===== config.mk =====
export PLATFORM = sky130hd
export DESIGN_NAME = fp_norm_round
export DESIGN_NICKNAME = d
export VERILOG_FILES = /design/src/rtl/fp_norm_round.sv
export SDC_FILE = /design/constraint.sdc
export NUM_CORES = 1
export LEC_CHECK = 0
export BUFFER_PORTS_ARGS = -buffer_cell sky130_fd_sc_hd__buf_2
export CAP_MARGIN = 40
export CORE_ASPECT_RATIO = 1.5
export CORE_MARGIN = 2
export CORE_UTILIZATION = 30
export DETAILED_ROUTE_END_ITERATION = 10
export PLACE_DENSITY = 0.49
export SLEW_MARGIN = 20
export SYNTH_ARGS = -nofsm -noshare
export SYNTH_HDL_FRONTEND = slang
export SYNTH_SLANG_ARGS = --single-unit

===== constraint.sdc =====
create_clock -name clk -period 5.1 [get_ports clk]
set_input_delay 0 -clock clk [delete_from_list [all_inputs] [get_ports clk]]
set_output_delay 0 -clock clk [all_outputs]
set_load 0.005 [all_outputs]

===== src/rtl/fp_norm_round.sv =====
// Two-stage normalize-and-round for the binary32 adder: stage 1 applies the LZA shift
// and one-bit correction, stage 2 rounds to nearest-even and packs with exception flags.
module fp_norm_round #(
  parameter int unsigned WIDTH = 32,
  parameter int unsigned EXP_W = 8
) (
  input  logic             clk,
  input  logic             rst,
  input  logic             s_valid,
  output logic             s_ready,
  input  logic [WIDTH-1:0] s_sum,
  input  logic [4:0]       s_shift,
  input  logic             s_shift_right,
  input  logic [EXP_W-1:0] s_exp,
  input  logic             s_sign,
  output logic             m_valid,
  input  logic             m_ready,
  output logic [31:0]      m_result,
  output logic             m_ovf,
  output logic             m_uf,
  output logic             m_zero
);

  localparam int unsigned EW = 10;  // signed exponent, two's complement
  localparam int unsigned TW = 25;  // normalized significand t[24:0]
  localparam int unsigned MW = 24;
  localparam int unsigned FW = 23;

  typedef struct packed {
    logic          sign;
    logic          zero;
    logic          sticky;
    logic [EW-1:0] e;
    logic [TW-1:0] t;
  } s1_t;

  logic             v1_q, v2_q;
  logic             adv1, adv2;
  s1_t              s1_d, s1_q;
  logic [WIDTH-1:0] sh_t, lost_mask;
  logic             sh_sticky;
  logic [EW-1:0]    sh_e;

  logic [MW-1:0]    mant;
  logic             guard, rnd_up, frac_co, mant_co;
  logic [FW-1:0]    frac;
  logic [EW-1:0]    e2;
  logic             e_ovf, e_uf;
  logic [31:0]      m_result_d, m_result_q;
  logic             m_ovf_d, m_ovf_q, m_uf_d, m_uf_q, m_zero_d, m_zero_q;

  assign adv2     = !v2_q || m_ready;
  assign adv1     = !v1_q || adv2;
  assign s_ready  = adv1;
  assign m_valid  = v2_q;
  assign m_result = m_result_q;
  assign m_ovf    = m_ovf_q;
  assign m_uf     = m_uf_q;
  assign m_zero   = m_zero_q;

  // Stage 1: shift, then fix the anticipator's possible off-by-one
  always_comb begin
    lost_mask = ~({WIDTH{1'b1}} << s_shift);
    sh_t      = s_sum << s_shift;
    sh_sticky = 1'b0;
    sh_e      = EW'(s_exp) - EW'(s_shift);
    if (s_shift_right) begin
      sh_t      = s_sum >> s_shift;
      sh_sticky = |(s_sum & lost_mask);
      sh_e      = EW'(s_exp) + EW'(s_shift);
    end

    s1_d.sign   = s_sign;
    s1_d.zero   = (s_sum == '0);
    s1_d.sticky = sh_sticky;
    s1_d.e      = sh_e;
    s1_d.t      = sh_t[TW-1:0];
    if (|sh_t[WIDTH-1:TW]) begin
      s1_d.t      = sh_t[TW:1];
      s1_d.sticky = sh_sticky | sh_t[0];
      s1_d.e      = sh_e + EW'(1);
    end else if (!sh_t[TW-1] && sh_t[TW-2]) begin
      s1_d.t = {sh_t[TW-2:0], 1'b0};
      s1_d.e = sh_e - EW'(1);
    end
  end

  always_ff @(posedge clk or posedge rst) begin
    if (rst) begin
      v1_q <= 1'b0;
      s1_q <= '0;
    end else if (adv1) begin
      v1_q <= s_valid;
      if (s_valid) s1_q <= s1_d;
    end
  end

  // Stage 2: round to nearest-even; a carry out of the fraction renormalizes to 1.0
  always_comb begin
    mant              = s1_q.t[TW-1:1];
    guard             = s1_q.t[0];
    rnd_up            = guard & (s1_q.sticky | mant[0]);
    {frac_co, frac}   = {1'b0, mant[FW-1:0]} + MW'(rnd_up);
    mant_co           = frac_co & mant[MW-1];
    e2                = s1_q.e + EW'(mant_co);
    e_ovf             = !e2[EW-1] && (e2[EW-2:0] >= 9'd255);
    e_uf              = e2[EW-1] || (e2 == '0);

    m_result_d = {s1_q.sign, e2[7:0], frac};
    m_ovf_d    = 1'b0;
    m_uf_d     = 1'b0;
    m_zero_d   = 1'b0;
    if (s1_q.zero) begin
      m_result_d = {s1_q.sign, 31'b0};
      m_zero_d   = 1'b1;
    end else if (e_ovf) begin
      m_result_d = {s1_q.sign, 8'hFF, 23'b0};
      m_ovf_d    = 1'b1;
    end else if (e_uf) begin
      m_result_d = {s1_q.sign, 31'b0};
      m_uf_d     = 1'b1;
    end
  end

  always_ff @(posedge clk or posedge rst) begin
    if (rst) begin
      v2_q       <= 1'b0;
      m_result_q <= '0;
      m_ovf_q    <= 1'b0;
      m_uf_q     <= 1'b0;
      m_zero_q   <= 1'b0;
    end else if (adv2) begin
      v2_q <= v1_q;
      if (v1_q) begin
        m_result_q <= m_result_d;
        m_ovf_q    <= m_ovf_d;
        m_uf_q     <= m_uf_d;
        m_zero_q   <= m_zero_d;
      end
    end
  end

endmodule


==> run summary <==
DP HPWL: 23.2 mm
Final Cell Area: 9990 um^2
hold path endpoint: s1_q[32]$_DFFE_PP0P_
Synthesis Warnings: 0
overall power: 2.47 mW
H-tree levels: 3
R2R cell count: 18
RSZ-0062 raised after global routing: false
post-synth cell types: 88
critical path launch point type: register
ys async rst share: 1.00
final cycle utilization of the critical path: 0.789
total track usage: 0.193
final hold vios: 0
Port Buf Inserts: 87
area of the mapped netlist: 8980 um^2
post-synthesis net count: 1142
Pwr per Cell Area: 248 nW/um^2
Clock Path Buffers: 2
DRT iter0 DRCs: 663
setup tns final: 0 ns
max_cap viols: 0
CP Capture Type: register
# diodes: 0
worst reg2reg setup slack: 1.08 ns
initial antenna violation count: 0
worst flop-to-flop path startpoint: mant[0]$_DFFE_PP0P_
Placed Cells incl. Taps: 1475
hold path cells: 4
post-synthesis sequential area ratio: 0.209
critical path arrival: 4.27 ns
placed inst area: 9600 um^2
Die W: 145 um
synthesized flop and latch total: 75
Die Ht: 216 um
Area Overhead vs Synth: 11.3%
FF-to-FF End: m_result[5]$_DFFE_PP0P_
via/cell ratio: 5.80
Hold Crit Class: input pin to register
initial core utilization: 0.305
WL per Instance: 20.6 um
RD Place Congestion: 0.962
final wirelength: 30.8 mm
Max VDD drop: 0.000127 V
worst hold start: s_exp[7]
antenna-violating nets left: 0
CTS Buf Count: 9
worst hold slack: 0.145 ns
final setup violation count: 0
Post-Syn Instances: 1072
Ports: 88
Row Count: 77
min Tclk post-route: 4.02 ns
WS Path Type: register to register
leakage power: 4.08 nW
largest net degree at the start of global routing: 77
Reg clk slew, reported paths: 0.06 ns
total die area: 31400 um^2
layout cell share with drive strength beyond 1: 0.199
Total Nets Final: 1167
fin. max-slew vios: 0
CTS tree: built
Clock Sinks: 75
Max-slew headroom: 0.455
DR DRC count: 0
worst slew pin tran: 0.816 ns
non-filler instance count after layout: 1497
clock latency at the later pin of the worst-skew pair: 0.33 ns
TritonRoute pass-1 iters: 5
CTS root buffer: clkbuf_16
outcome: complete, no violations
Max Fclk: 0.249 GHz
first-pass GRT wire length: 48.9 mm
Core ar.: 29500 um^2
Post-synth EDFFs: 0
Syn Area/Cell: 8.38 um^2
DR vias: 8685
Setup Skew: 0.00657 ns
grt ovf: 0
vias in the first global route: 8540
Max FO, Critical Path: 23
CP required: 5.35 ns
Main synth FF type: dfrtp_1
==> cell usage after synthesis (14+ instances only) <==
library cell,number,share of area
nor4_1,17,0.012
buf_2,18,0.010
dfrtp_1,75,0.21
nand3_1,40,0.022
a21oi_1,50,0.028
nand2_1,133,0.056
clkbuf_1,57,0.024
mux2i_1,44,0.049
mux4_2,33,0.083
o211ai_1,15,0.013
mux2_2,35,0.044
nor2_1,82,0.034
nor3_1,29,0.016
xor2_1,18,0.018
inv_1,27,0.011
mux4_1,17,0.050
ha_1,17,0.024
o21ai_0,73,0.041
buf_1,14,0.0059
==> placed cells by master, fill, tap and decap left out, drive strengths merged, types with 5 or more instances in the layout <==
cell,n
a211o,11
a211oi,13
a21o,10
a21oi,50
a221o,11
a22oi,8
a2bb2oi,5
a31oi,13
and2,9
and3,13
buf,113
clkbuf,15
dfrtp,75
ha,17
inv,27
mux2,36
mux2i,44
mux4,50
nand2,134
nand2b,8
nand3,40
nand4,13
nor2,84
nor2b,9
nor3,30
nor4,17
o211a,5
o211ai,15
o21a,6
o21ai,80
o221ai,5
o22ai,10
o31ai,12
or2,8
xnor2,12
xor2,18
==> metrics by stage <==
| stage | util | setup WS (ns) |
|---|---|---|
| floorplan | - | 1.26 |
| global placement | 0.324 | 1.14 |
| detailed placement | 0.326 | 1.03 |
| CTS | 0.337 | 0.996 |
| global route | 0.339 | 0.602 |
| finish | 0.339 | 1.08 |
==> critical path, stage by stage, from the launching register on <==
cell,delay [ns]
dfrtp_1,0.38
o21a_1,0.13
ha_1,0.16
nand3_1,0.11
nor2_1,0.19
nand3_1,0.18
nor2_1,0.26
nand4_1,0.23
nor3_1,0.25
ha_1,0.25
ha_1,0.22
and2_1,0.29
nor4_1,0.08
a31oi_1,0.16
o21bai_1,0.12
nor3_1,0.39
o21ai_1,0.14
buf_4,0.22
o21ai_0,0.18
==> registers in the layout, summed over array words and instances, names as in the netlist <==
| signal | count |
|---|---|
| guard | 1 |
| s1_q | 13 |
| m_ovf | 1 |
| m_zero | 1 |
| m_uf | 1 |
| m_result | 32 |
| m_valid | 1 |
| mant | 24 |
| v1_q | 1 |
==> kinds of logic (layout without fill, tap and decap cells) <==
kind of cell	after synthesis	after routing	share of synthesized area
adders and majority gates	20	20	0.0293
and+or+nand+nor	385	385	0.204
DFF	75	75	0.209
muxes	130	130	0.227
AOI/OAI and AO/OA	299	299	0.230
xor gates and xnor gates	30	30	0.0293
buffers and inverters	133	163	0.0723
==> report_power, final <==
part | internal, mW | switching, mW | leakage, nW | total (mW)
Combinational | 0.420 | 0.577 | 2.97 | 0.996
Clock | 0.419 | 0.230 | 0.150 | 0.649
Sequential | 0.721 | 0.107 | 0.957 | 0.828
Total | 1.56 | 0.913 | 4.08 | 2.47
==> area by class of cell <==
cell class              instances  area [um^2]
fillers                      3202        19500
multi-input cells             864         6460
flip-flops and latches         75         1880
repair buffers                117          738
well taps                     395          494
clock buffers                  15          278
inverters                      30          114
clock inverters                 1         30.0
==> how the worst max path moves through the flow <==
stage | cells past startpoint | end | startpoint | slack (ns)
2_1_floorplan | 15 | s1_q[33]$_DFFE_PP0P_ | s_shift[2] | 1.26
3_3_place_gp | 18 | m_result[10]$_DFFE_PP0P_ | mant[0]$_DFFE_PP0P_ | 1.14
3_5_place_dp | 18 | m_result[9]$_DFFE_PP0P_ | mant[0]$_DFFE_PP0P_ | 1.03
4_1_cts | 18 | m_result[9]$_DFFE_PP0P_ | mant[0]$_DFFE_PP0P_ | 1.0
5_1_grt | 18 | m_result[18]$_DFFE_PP0P_ | mant[0]$_DFFE_PP0P_ | 0.60
6_report | 18 | m_result[5]$_DFFE_PP0P_ | mant[0]$_DFFE_PP0P_ | 1.08
==> per-layer routing <==
metal  routed length (um)  vias up  global-route usage  part of all wire
met4                 1370        0              0.0908             0.044
met3                 1180       66              0.0178             0.038
li1                     -     4105                   -                 -
met1                12900     4211               0.238              0.42
met2                15400      303               0.340              0.50
met5                    0        -                   0                 0
==> repair_timing <==
item,in CTS,in global routing
setup buffers,0,0
hold buffers,4,0
gates resized for setup,0,0
hold endpoints to repair,42,0
Note: power is estimated with default switching activity, not from simulation.
